$ cat src/rtl/wb_ext_pkg.sv
// Shared types and constants for the Wishbone to ext_data bridge.
package wb_ext_pkg;

   typedef enum logic [1:0] {
      IDLE = 2'd0,
      REQ  = 2'd1,
      RESP = 2'd2,
      ACK  = 2'd3
   } wb_ext_state_e;

   localparam logic [31:0] WB_EXT_ABORT_DATA = 32'hDEAD_BEEF;

endpackage

$ cat src/rtl/wb_ext_timeout.sv
// Saturating cycle counter used by the bridge to abort stalled ext transactions.
module wb_ext_timeout #(
   parameter int unsigned MAX = 255
) (
   input  logic clk_i,
   input  logic reset,
   input  logic clear_i,
   input  logic en_i,
   output logic expired_o
);

   localparam int unsigned W = (MAX == 0) ? 1 : $clog2(MAX + 1);

   logic [W-1:0] cnt_q;

   always_ff @(posedge clk_i) begin
      if (reset || clear_i) begin
         cnt_q <= '0;
      end else if (en_i && !expired_o) begin
         cnt_q <= cnt_q + 1'b1;
      end
   end

   assign expired_o = (cnt_q == W'(MAX));

endmodule

$ cat src/rtl/wb_ext_bridge.sv
// Classic Wishbone slave to ext_data req/gnt/rvalid master, one transaction in flight.
// Optional stall abort with timeout_o pulse is compiled in by WB_EXT_TIMEOUT_EN.
module wb_ext_bridge
   import wb_ext_pkg::*;
#(
   parameter logic [31:0] ADDR_MASK      = 32'h0000_0FFF,
   parameter int unsigned TIMEOUT_CYCLES = 255
) (
   input  logic        clk_i,
   input  logic        reset,
   input  logic        wbs_stb_i,
   input  logic        wbs_cyc_i,
   input  logic        wbs_we_i,
   input  logic [3:0]  wbs_sel_i,
   input  logic [31:0] wbs_adr_i,
   input  logic [31:0] wbs_dat_i,
   output logic        wbs_ack_o,
   output logic [31:0] wbs_dat_o,
`ifdef WB_EXT_TIMEOUT_EN
   output logic        timeout_o,
`endif
   output logic        ext_data_req_o,
   output logic [31:0] ext_data_addr_o,
   output logic [3:0]  ext_data_be_o,
   output logic        ext_data_we_o,
   output logic [31:0] ext_data_wdata_o,
   input  logic        ext_data_gnt_i,
   input  logic        ext_data_rvalid_i,
   input  logic [31:0] ext_data_rdata_i
);

   wb_ext_state_e state_q;
   logic          req_q;
   logic          we_q;
   logic [3:0]    be_q;
   logic [31:0]   addr_q;
   logic [31:0]   wdata_q;
   logic [31:0]   data_q;
   // Cleared when the master abandons the cycle after the ext side accepted it.
   logic          ack_ok_q;

`ifdef WB_EXT_TIMEOUT_EN
   logic timeout_q;
   logic expired;

   wb_ext_timeout #(
      .MAX (TIMEOUT_CYCLES)
   ) u_timeout (
      .clk_i     (clk_i),
      .reset     (reset),
      .clear_i   (state_q == IDLE),
      .en_i      ((state_q == REQ) || (state_q == RESP)),
      .expired_o (expired)
   );

   assign timeout_o = timeout_q;
`endif

   // NOTE: non-blocking assignments only, so every branch sees pre-edge register values.
   always_ff @(posedge clk_i) begin
      if (reset) begin
         state_q  <= IDLE;
         req_q    <= 1'b0;
         we_q     <= 1'b0;
         be_q     <= '0;
         addr_q   <= '0;
         wdata_q  <= '0;
         data_q   <= '0;
         ack_ok_q <= 1'b0;
`ifdef WB_EXT_TIMEOUT_EN
         timeout_q <= 1'b0;
`endif
      end else begin
`ifdef WB_EXT_TIMEOUT_EN
         timeout_q <= 1'b0;
`endif
         case (state_q)
            IDLE: begin
               if (wbs_stb_i && wbs_cyc_i) begin
                  addr_q   <= wbs_adr_i & ADDR_MASK;
                  wdata_q  <= wbs_dat_i;
                  be_q     <= wbs_sel_i;
                  we_q     <= wbs_we_i;
                  data_q   <= '0;
                  ack_ok_q <= 1'b1;
                  req_q    <= 1'b1;
                  state_q  <= REQ;
               end
            end
            REQ: begin
               if (ext_data_gnt_i) begin
                  req_q    <= 1'b0;
                  ack_ok_q <= wbs_cyc_i;
                  state_q  <= we_q ? ACK : RESP;
               end else if (!wbs_cyc_i) begin
                  req_q   <= 1'b0;
                  state_q <= IDLE;
`ifdef WB_EXT_TIMEOUT_EN
               end else if (expired) begin
                  req_q     <= 1'b0;
                  data_q    <= WB_EXT_ABORT_DATA;
                  timeout_q <= 1'b1;
                  state_q   <= ACK;
`endif
               end
            end
            RESP: begin
               if (!wbs_cyc_i) begin
                  ack_ok_q <= 1'b0;
               end
               if (ext_data_rvalid_i) begin
                  data_q  <= ext_data_rdata_i;
                  state_q <= ACK;
`ifdef WB_EXT_TIMEOUT_EN
               end else if (expired) begin
                  data_q    <= WB_EXT_ABORT_DATA;
                  timeout_q <= 1'b1;
                  state_q   <= ACK;
`endif
               end
            end
            ACK: begin
               state_q <= IDLE;
            end
            default: begin
               state_q <= IDLE;
            end
         endcase
      end
   end

   assign wbs_ack_o        = (state_q == ACK) && wbs_cyc_i && ack_ok_q;
   assign wbs_dat_o        = (state_q == ACK) ? data_q : 32'h0;
   assign ext_data_req_o   = req_q;
   assign ext_data_addr_o  = addr_q;
   assign ext_data_be_o    = be_q;
   assign ext_data_we_o    = we_q;
   assign ext_data_wdata_o = wdata_q;

endmodule

$ cat config.mk
export PLATFORM = sky130hd
export DESIGN_NAME = wb_ext_bridge
export DESIGN_NICKNAME = d
export VERILOG_FILES = /design/src/rtl/wb_ext_pkg.sv /design/src/rtl/wb_ext_timeout.sv /design/src/rtl/wb_ext_bridge.sv
export SDC_FILE = /design/constraint.sdc
export NUM_CORES = 1
export LEC_CHECK = 0
export ABC_AREA = 1
export BUFFER_PORTS_ARGS = -buffer_cell sky130_fd_sc_hd__buf_2
export CAP_MARGIN = 20
export CORE_MARGIN = 5
export CORE_UTILIZATION = 46
export DETAILED_ROUTE_END_ITERATION = 10
export PLACE_DENSITY = 0.95
export SYNTH_ARGS = -nofsm -noshare
export SYNTH_HDL_FRONTEND = slang
export SYNTH_HIERARCHICAL = 1
export SYNTH_SLANG_ARGS = --single-unit
$ cat constraint.sdc
create_clock -name clk_i -period 1.85 [get_ports clk_i]
set_input_delay 0.2775 -clock clk_i [delete_from_list [all_inputs] [get_ports clk_i]]
set_output_delay 0.2775 -clock clk_i [all_outputs]
set_load 0.03 [all_outputs]
==> impl_metrics.csv <==
group,metric,value,unit
outcome,status,"complete, no violations",
clock_network,insertion_delay,0.34,ns
power,leakagePower,2.03,nW
detailed_routing,drtIter0Drc,53,
placed_design,postPlaceCellArea,4240,um^2
power,power.density,897,nW/um^2
global_route,grtUsageMet3,8.35,%
worst_setup_path,required,1.57,ns
hold_path,hp-class,"in2reg",
sta,fmax,571,MHz
sta,slew_violations,0,
worst_setup_path,critPathCaptureType,"output pin",
floorplanning,die_h,96.7,um
clock_network,root_buffer,"clkbuf_8",
detailed_routing,firstDrtPassIters,4,
placed_design,hpwl,6.48,mm
worst_setup_path,slowest_delay,0.44,ns
synthesis,syn_inst,485,
sta,slew_headroom,66.7,%
sta,setup_viol,0,
worst_setup_path,critPathArrivalTime,1.47,ns
detailed_routing,ant_nets,0,
global_route,grt_pass1_vias,3404,
global_route,grt.busiest_layer,"met2",
worst_setup_path,startpoint_type,"register",
global_route,met1_usage,17.7,%
detailed_routing,via_per_inst,4.62,
cells_and_area,layout_common_cells,"nand2_1 (175), buf_2 (169), a21oi_1 (87), dfxtp_1 (83), inv_1 (38)",
power,ir_worst_vdd,0.551,mV
clock_network,clk_pin_slew,0.09,ns
floorplanning,start_util,47.4,%
clock_network,cts_tree,"built",
sta,worstMarginPinSlew,0.498,ns
floorplanning,core-area,7290,um^2
floorplanning,rows,31,
sta,timing.final.ws_setup,0.0991,ns
global_route,met2_usage,32.5,%
clock_network,cts_buffers,9,
synthesis,yosysUniqueCellTypes,17,
sta,rsz0062_at_grt,"no",
floorplanning,dieArea,9350,um^2
sta,post-route-period-util,94.6,%
cells_and_area,postLayoutCellArea,4460,um^2
global_route,gr-total-overflow,0,
global_route,grt_max_degree,86,
cells_and_area,antenna-diode-count,0,
sta,hold_ws,0.175,ns
worst_setup_path,crit_slowest_cell,"dfxtp_2",
clock_network,cts_sinks,85,
detailed_routing,num_vias,3431,
placed_design,place_congestion,0.799,
worst_setup_path,crit_type,"reg2out",
cells_and_area,drive_above_1_share,30.6,%
detailed_routing,wirelength,8.77,mm
cells_and_area,area_growth_syn_to_layout,28.9,%
synthesis,ys_warn_count,6,
detailed_routing,wire_per_inst,11.8,um
cells_and_area,final_common_cell,"nand2_1",
synthesis,syn_avg_cell_area,7.13,um^2
global_route,grt_usage,18.3,%
worst_setup_path,crit_fanout,33,
detailed_routing,drc,0,
sta,skew,0.0117,ns
global_route,antenna_found_initial,0,
worst_setup_path,path_cells,"nand2_1 > buf_4 > nor2_1 > buf_2",
sta,layout_min_cycle_time,1.75,ns
synthesis,synth_seq_cells,85,
synthesis,yosysSeqAreaShare,49.2,%
placed_design,pre_cts_slack,0.331,ns
floorplanning,die_w,96.7,um
cells_and_area,nets,746,
global_route,grt_pass1_wl,14.6,mm
synthesis,synth_area,3460,um^2
clock_network,cts_buffer_depth,2,
clock_network,htreeDepth,3,
sta,hold_viol_final,0,
sta,setup_tns,0,ns
floorplanning,pin_count,210,
power,power,0.00400,W
run,maxCapViolCount,0,
placed_design,io_buffers,169,
[logic make-up (layout without fill, tap and decap cells)]
group	count (synthesis)	in the layout	share of synthesized area, %
AND/OR/NAND/NOR	218	218	24.1
AO/OA/AOI/OAI	89	89	12.9
buffers and inverters	92	231	13.7
flip-flops	85	85	49.2
other	1	20	0.108
[worst max-delay path, delay by kind of cell (launching register included)]
family        cells  cell delay, ns
buf+inv           2            0.45
flops             1            0.44
simple gates      2            0.25
[state kept, by name (all words and copies together), names as in the netlist, named ones only]
register,flops
ext_data_req_o,1
data_q,32
ext_data_addr_o,12
ext_data_be_o,4
ack_ok_q,1
state_q,1
ext_data_we_o,1
ext_data_wdata_o,32
[metrics by stage]
step                util [%]  std cells
floorplan                  -        504
global placement        58.2        727
detailed placement      58.2        727
CTS                     61.1        742
global route            61.2        742
finish                  61.2        742
[what timing repair did]
action,CTS,global route
hold buffers,0,0
endpoints found under the setup margin,2,16
buffers inserted,0,0
gates resized for setup,1,1
[worst paths after layout]
check,startpoint,slack (ns),endpoint,cells past startpoint
worst max-delay path,register,0.1,wbs_ack_o,4
worst min-delay path,wbs_dat_i[10],0.18,ext_data_wdata_o[10]$_SDFFE_PP0P_,3
worst max register to register,register,0.44,ext_data_wdata_o[19]$_SDFFE_PP0P_,5
worst min register to register,ext_data_req_o$_SDFFE_PP0P_,0.46,ext_data_req_o$_SDFFE_PP0P_,2
[synth_stat cells]
master    instances  share of area (%)
dfxtp_1          85                 49
inv_1            38                4.1
buf_1             1               0.11
buf_4            20                4.3
nand3_2           1               0.29
buf_2            12                1.7
clkbuf_1         11                1.2
buf_6             5                1.6
nand2_2           1               0.18
nor2_1           36                3.9
conb_1            1               0.11
o21ai_0           2               0.29
a21oi_1          87                 13
nand3_1           4               0.58
nand2_1         175                 19
inv_2             5               0.54
nor2_2            1               0.18
[where the power goes]
part / switching [W] / internal [W] / total, W
Clock: 0.000617 / 0.000789 / 0.00141
Combinational: 0.000431 / 0.000197 / 0.000628
Sequential: 0.0000505 / 0.00192 / 0.00197
Total: 0.00110 / 0.00290 / 0.00400
[layer usage]
| layer | wire (um) | up-vias | part of all wire [%] |
|---|---|---|---|
| li1 | - | 1750 | - |
| met1 | 3370 | 1510 | 38 |
| met2 | 4210 | 153 | 48 |
| met3 | 1010 | 18 | 11 |
| met4 | 179 | 0 | 2.0 |
| met5 | 0 | - | 0 |
[layout make-up]
type | instances | area, um^2
multi-input combinational | 327 | 1360
fill | 633 | 2830
timing repair buffer | 173 | 901
clock inverter | 4 | 72.6
tap | 99 | 124
clock buffer | 11 | 141
inverter | 43 | 161
sequential | 85 | 1700
Note: power is estimated with default switching activity, not from simulation.
